### config.mk
export PLATFORM = sky130hd
export DESIGN_NAME = multicycle_ctrl_fsm
export DESIGN_NICKNAME = d
export VERILOG_FILES = /design/src/rtl/multicycle_ctrl_fsm.sv
export SDC_FILE = /design/constraint.sdc
export NUM_CORES = 1
export LEC_CHECK = 0
export BUFFER_PORTS_ARGS = -buffer_cell sky130_fd_sc_hd__buf_4
export CAP_MARGIN = 20
export CORE_UTILIZATION = 53
export DETAILED_ROUTE_END_ITERATION = 6
export PLACE_DENSITY = 0.8
export SLEW_MARGIN = 15
export SYNTH_ARGS = -nofsm -noshare
export SYNTH_HDL_FRONTEND = slang
export SYNTH_SLANG_ARGS = --single-unit
export TNS_END_PERCENT = 1
### constraint.sdc
create_clock -name clk -period 3.12 [get_ports clk]
set_input_delay 0.936 -clock clk [delete_from_list [all_inputs] [get_ports clk]]
set_output_delay 0.936 -clock clk [all_outputs]
set_load 0.1 [all_outputs]
### src/rtl/multicycle_ctrl_fsm.sv
// Multi-cycle RV32I control FSM: sequences fetch/decode/execute/memory/writeback with a
// req/ready memory handshake and wait timeout. Optional feature macro: CTRL_ILLEGAL_TRAP_EN.
module multicycle_ctrl_fsm #(
    parameter int ALUCTRL_W = 3,
    parameter int TIMEOUT_W = 8
) (
    input  logic                 clk,
    input  logic                 rst,
    input  logic [6:0]           op,
    input  logic [2:0]           funct3,
    input  logic                 funct7b5,
    input  logic                 zero,
    input  logic                 mem_ready,
    output logic                 mem_req,
    output logic                 mem_we,
    output logic                 adr_src,
    output logic                 ir_write,
    output logic                 pc_write,
    output logic                 reg_write,
    output logic [1:0]           alu_src_a,
    output logic [1:0]           alu_src_b,
    output logic [1:0]           result_src,
    output logic [2:0]           imm_src,
    output logic [ALUCTRL_W-1:0] alu_ctrl,
    output logic                 bus_err
`ifdef CTRL_ILLEGAL_TRAP_EN
    ,
    output logic                 illegal_instr
`endif
);

    localparam logic [6:0] OP_LOAD   = 7'b0000011;
    localparam logic [6:0] OP_STORE  = 7'b0100011;
    localparam logic [6:0] OP_R      = 7'b0110011;
    localparam logic [6:0] OP_I      = 7'b0010011;
    localparam logic [6:0] OP_BRANCH = 7'b1100011;
    localparam logic [6:0] OP_JAL    = 7'b1101111;
    localparam logic [6:0] OP_LUI    = 7'b0110111;

    localparam logic [2:0] ALU_ADD   = 3'b000;
    localparam logic [2:0] ALU_SUB   = 3'b001;
    localparam logic [2:0] ALU_AND   = 3'b010;
    localparam logic [2:0] ALU_OR    = 3'b011;
    localparam logic [2:0] ALU_XOR   = 3'b100;
    localparam logic [2:0] ALU_SLT   = 3'b101;
    localparam logic [2:0] ALU_PASSB = 3'b110;

    localparam logic [TIMEOUT_W-1:0] CNT_ALL1 = '1;
    localparam logic [TIMEOUT_W-1:0] CNT_LAST = CNT_ALL1 - TIMEOUT_W'(1);

    // S_TRAP is only reachable when the illegal-instruction trap is built in.
    typedef enum logic [3:0] {
        S_FETCH  = 4'd0,
        S_DECODE = 4'd1,
        S_MEMADR = 4'd2,
        S_MEMRD  = 4'd3,
        S_MEMWR  = 4'd4,
        S_MEMWB  = 4'd5,
        S_EXEC_R = 4'd6,
        S_EXEC_I = 4'd7,
        S_ALUWB  = 4'd8,
        S_BRANCH = 4'd9,
        S_JAL    = 4'd10,
        S_LUI    = 4'd11,
        S_TRAP   = 4'd12
    } state_t;

    state_t               state_r;
    state_t               state_next_s;
    logic [TIMEOUT_W-1:0] cnt_r;
    logic                 bus_err_r;
    logic                 wait_state_s;
    logic                 timeout_s;
    logic [2:0]           alu_code_s;

    function automatic logic [2:0] alu_decode(input logic [2:0] f3, input logic sub_ok);
        logic [2:0] code;
        case (f3)
            3'b000:  code = sub_ok ? ALU_SUB : ALU_ADD;
            3'b010:  code = ALU_SLT;
            3'b100:  code = ALU_XOR;
            3'b110:  code = ALU_OR;
            3'b111:  code = ALU_AND;
            default: code = ALU_ADD;
        endcase
        return code;
    endfunction

    function automatic logic alu_f3_legal(input logic [2:0] f3);
        logic legal;
        case (f3)
            3'b000, 3'b010, 3'b100, 3'b110, 3'b111: legal = 1'b1;
            default:                                legal = 1'b0;
        endcase
        return legal;
    endfunction

    assign wait_state_s = (state_r == S_FETCH) || (state_r == S_MEMRD) || (state_r == S_MEMWR);
    assign timeout_s    = wait_state_s && !mem_ready && (cnt_r == CNT_LAST);

    // State register.
    always_ff @(posedge clk or posedge rst) begin
        if (rst) begin
            state_r <= S_FETCH;
        end else begin
            state_r <= state_next_s;
        end
    end

    // Memory wait counter and sticky bus error.
    always_ff @(posedge clk or posedge rst) begin
        if (rst) begin
            cnt_r     <= '0;
            bus_err_r <= 1'b0;
        end else begin
            if (timeout_s) begin
                bus_err_r <= 1'b1;
            end
            if (timeout_s || (wait_state_s && mem_ready) || (state_next_s != state_r)) begin
                cnt_r <= '0;
            end else if (wait_state_s) begin
                cnt_r <= cnt_r + TIMEOUT_W'(1);
            end
        end
    end

    // Next-state decode; a timeout overrides every other transition.
    always_comb begin
        state_next_s = state_r;
        if (timeout_s) begin
            state_next_s = S_FETCH;
        end else begin
            case (state_r)
                S_FETCH:  state_next_s = mem_ready ? S_DECODE : S_FETCH;
                S_DECODE: begin
                    case (op)
                        OP_LOAD, OP_STORE: state_next_s = S_MEMADR;
                        OP_R:              state_next_s = S_EXEC_R;
                        OP_I:              state_next_s = S_EXEC_I;
                        OP_BRANCH:         state_next_s = S_BRANCH;
                        OP_JAL:            state_next_s = S_JAL;
                        OP_LUI:            state_next_s = S_LUI;
`ifdef CTRL_ILLEGAL_TRAP_EN
                        default:           state_next_s = S_TRAP;
`else
                        default:           state_next_s = S_FETCH;
`endif
                    endcase
                end
                S_MEMADR: state_next_s = (op == OP_STORE) ? S_MEMWR : S_MEMRD;
                S_MEMRD:  state_next_s = mem_ready ? S_MEMWB : S_MEMRD;
                S_MEMWR:  state_next_s = mem_ready ? S_FETCH : S_MEMWR;
                S_MEMWB:  state_next_s = S_FETCH;
`ifdef CTRL_ILLEGAL_TRAP_EN
                S_EXEC_R, S_EXEC_I: state_next_s = alu_f3_legal(funct3) ? S_ALUWB : S_TRAP;
                S_BRANCH: state_next_s = (funct3[2:1] == 2'b00) ? S_FETCH : S_TRAP;
                S_TRAP:   state_next_s = S_TRAP;
`else
                S_EXEC_R, S_EXEC_I: state_next_s = alu_f3_legal(funct3) ? S_ALUWB : S_ALUWB;
                S_BRANCH: state_next_s = S_FETCH;
                S_TRAP:   state_next_s = S_FETCH;
`endif
                S_ALUWB:  state_next_s = S_FETCH;
                S_JAL:    state_next_s = S_ALUWB;
                S_LUI:    state_next_s = S_ALUWB;
                default:  state_next_s = S_FETCH;
            endcase
        end
    end

    // Output decode; reset forces every enable low at once.
    always_comb begin
        mem_req    = 1'b0;
        mem_we     = 1'b0;
        adr_src    = 1'b0;
        ir_write   = 1'b0;
        pc_write   = 1'b0;
        reg_write  = 1'b0;
        alu_src_a  = 2'b00;
        alu_src_b  = 2'b00;
        result_src = 2'b00;
        imm_src    = 3'b000;
        alu_code_s = ALU_ADD;
        if (!rst) begin
            case (state_r)
                S_FETCH: begin
                    mem_req = 1'b1;
                    if (mem_ready) begin
                        ir_write   = 1'b1;
                        pc_write   = 1'b1;
                        alu_src_b  = 2'b10;
                        result_src = 2'b10;
                    end else begin
                        ir_write   = 1'b0;
                    end
                end
                S_DECODE: begin
                    alu_src_a = 2'b01;
                    alu_src_b = 2'b01;
                    imm_src   = 3'b010;
                end
                S_MEMADR: begin
                    alu_src_a = 2'b10;
                    alu_src_b = 2'b01;
                    imm_src   = (op == OP_STORE) ? 3'b001 : 3'b000;
                end
                S_MEMRD: begin
                    mem_req = 1'b1;
                    adr_src = 1'b1;
                end
                S_MEMWR: begin
                    mem_req = 1'b1;
                    mem_we  = 1'b1;
                    adr_src = 1'b1;
                end
                S_MEMWB: begin
                    reg_write  = 1'b1;
                    result_src = 2'b01;
                end
                S_EXEC_R: begin
                    alu_src_a  = 2'b10;
                    alu_code_s = alu_decode(funct3, funct7b5);
                end
                S_EXEC_I: begin
                    alu_src_a  = 2'b10;
                    alu_src_b  = 2'b01;
                    alu_code_s = alu_decode(funct3, 1'b0);
                end
                S_ALUWB: begin
                    reg_write = 1'b1;
                end
                S_BRANCH: begin
                    alu_src_a  = 2'b10;
                    alu_code_s = ALU_SUB;
                    case (funct3)
                        3'b000:  pc_write = zero;
                        3'b001:  pc_write = ~zero;
                        default: pc_write = 1'b0;
                    endcase
                end
                S_JAL: begin
                    alu_src_a = 2'b01;
                    alu_src_b = 2'b10;
                    pc_write  = 1'b1;
                end
                S_LUI: begin
                    alu_src_b  = 2'b01;
                    imm_src    = 3'b100;
                    alu_code_s = ALU_PASSB;
                end
                default: begin
                    mem_req = 1'b0;
                end
            endcase
        end else begin
            mem_req = 1'b0;
        end
    end

    assign alu_ctrl = ALUCTRL_W'(alu_code_s);
    assign bus_err  = bus_err_r;

`ifdef CTRL_ILLEGAL_TRAP_EN
    assign illegal_instr = (state_r == S_TRAP);
`endif

endmodule

==> flow_metrics.tcl <==
set metrics [dict create \
    numCtsBuffers 3 \
    min_from "bus_err" \
    max_freq_mhz 324 \
    dr.pass1.iters 5 \
    crit_type "primary input to primary output" \
    port_buffers 33 \
    synth_nets 181 \
    ys_top_cells_by_area "dfrtp_1 25%, nor3_1 5.4%, a21oi_1 5.0%, nor2_1 4.4%, xor2_1 4.1%" \
    ys_top_cells_by_count "15 x nor2_1, 14 x nor3_1, 13 x a21oi_1, 13 x dfrtp_1, 13 x nand2_1" \
    clk_latency_ps 280 \
    r2r-end "cnt_r[1]" \
    grt_first_pass_wirelength_um 5760 \
    worst_r2r_path_depth 7 \
    finalMaxSlewViolations 0 \
    finalWirelength_um 3470 \
    synth_flop_cell "dfrtp_1" \
    crit_fanout 4 \
    maxSlewHeadroom_pct 59.0 \
    final_nets 216 \
    timing.rr.start "state_r[1]" \
    power_mw 1.19 \
    syn-instance-count 164 \
    cp.required_ps 2180 \
    start_kind "primary input" \
    hold_depth 1 \
    fin_area_sq_um 1680 \
    whs_ps 470 \
    outcome "finished clean" \
    drc 0 \
    ys_types 49 \
    synth_top_area_share_pct 25.2 \
    cts-root-buf "clkbuf_4" \
    hold_end "bus_err" \
    dp.final_hpwl_um 2640 \
    layout-drive-gt1-share_pct 31.8 \
    finalSetupTns_ps 0 \
    hp-class "register to register" \
    cts_tree "built" \
    start_util_pct 57.3 \
    cts.sinks 13 \
    placed_cells 222 \
    maxCapViolCount 0 \
    dp_slack_ps 14.3 \
    place.gp.congestion 0.851 \
    powerDensity_nw_per_um2 706 \
    avgSynthCellArea_sq_um 7.88 \
    synth_most_common_cell "nor2_1" \
    vias 1424 \
    clock_path_buffers 2 \
    coreArea_sq_um 2250 \
    hold_viol 0 \
    post-cts-setup-buffer-count 0 \
    pin_count 34 \
    place_area_sq_um 1650 \
    fin_crit_sh_pct 99.0 \
    die_y_um 51.4 \
    period_minus_slack_ps 3090 \
    r2r_slack_ps 700 \
    critPathCaptureType "primary output" \
    ant_nets 0 \
    leakagePower_nw 0.714 \
    finClkSkew_ps 3.56 \
    instances_no_fill 226 \
    drt_iter0_markers 39 \
    grt_use_total_pct 28.6 \
    wl_per_cell_um 15.3 \
    fp-row-count 17 \
    fin_ws_ps 32.0 \
    irDropWorstVdd_mv 0.592 \
    ys_warn_count 0 \
    die_w_um 51.4 \
    n_antenna_cell 0 \
    synth_area_sq_um 1290 \
    grt_pass1_vias 1249 \
    synth_edf_count 0 \
    critPathLaunch "funct3[2]" \
    via_per_inst 6.30 \
    overflow 0 \
    ys_ff_latch 13 \
    utilization_pct 74.6 \
    ys_seq_area_share_pct 25.2 \
    synth_area_leader_cell "dfrtp_1" \
    synthArstFlopShare_pct 100 \
    area_growth_syn_to_layout_pct 30.2 \
    cts_htree_levels 1 \
    cp.arrival_ps 2150 \
    grt_max_degree 24 \
    antenna_found_initial 0 \
    setup_viol 0 \
    tightest_slew_ps 615 \
    path_clk_slew_ps 70 \
    dieArea_sq_um 2640 \
]
[cell usage in the layout (no fill, tap or decap), types with 2 or more instances in the layout]
master / n
buf_4: 39
nor2_1: 15
nand2_1: 13
dfrtp_1: 13
nor3_1: 10
a21oi_1: 8
xor2_1: 6
a21oi_2: 6
nand2b_1: 5
nand4_1: 5
nor2b_1: 4
nand3b_1: 4
o21ai_0: 4
a21o_1: 4
xnor2_1: 4
inv_1: 4
and3_1: 4
nor3_2: 4
nand4b_1: 3
nand3_1: 3
clkbuf_4: 3
o211ai_1: 2
and4_1: 2
a31oi_1: 2
or4b_1: 2
a211oi_2: 2
o21a_1: 2
ha_1: 2
[worst max-delay path, cell delays in order]
cell and delay (ps):
buf_4 130, nor2_1 90, a21oi_1 70, or4b_1 510, a21oi_2 170, buf_6 230
[sequential cells by signal, summed over array words and instances (netlist names)]
name	flops
cnt_r	8
state_r	4
bus_err	1
[area by class of cell]
type	count	area [sq um]
clock buffers	4	26.3
fillers	169	572
inverters	4	15.0
repair buffers	40	304
well taps	28	35.0
flip-flops and latches	13	325
multi-input cells	137	977
[worst max-delay path by stage]
stage | endpoint | slack (ps) | cells after the start
detailed placement | cnt_r[1] | 10 | 7
global route | alu_ctrl[0] | -3 | 6
global placement | alu_ctrl[0] | 60 | 6
floorplan | pc_write | -490 | 5
CTS | alu_ctrl[0] | 6 | 6
finish | alu_ctrl[0] | 30 | 6
[power breakdown]
part	total [mW]	internal, mW	leakage, nW	switching [mW]
clock	0.105	0.0497	0.0150	0.0549
combinational	0.838	0.260	0.521	0.579
sequential	0.246	0.188	0.179	0.0581
total	1.19	0.497	0.714	0.692
[timing repair]
action | CTS | global route
resized for setup | 0 | 1
hold buffers | 0 | 0
endpoints found under the setup margin | 0 | 1
[cell families after synthesis]
group	Yosys count	share of synthesized area [%]
AOI/OAI and AO/OA	39	23.6
xor gates and xnor gates	10	6.78
adders and majority gates	2	1.94
buffers and inverters	14	4.55
DFF	13	25.2
and+or+nand+nor	86	37.9
[per-layer routing]
| metal | GRT usage, % | up-vias | share of wire [%] |
|---|---|---|---|
| met1 | 40.2 | 688 | 44 |
| li1 | - | 681 | - |
| met3 | 5.36 | 2 | 5.8 |
| met5 | 0 | - | 0 |
| met4 | 1.80 | 0 | 0.20 |
| met2 | 47.2 | 53 | 50 |
Power figures use the tool's default switching activity.
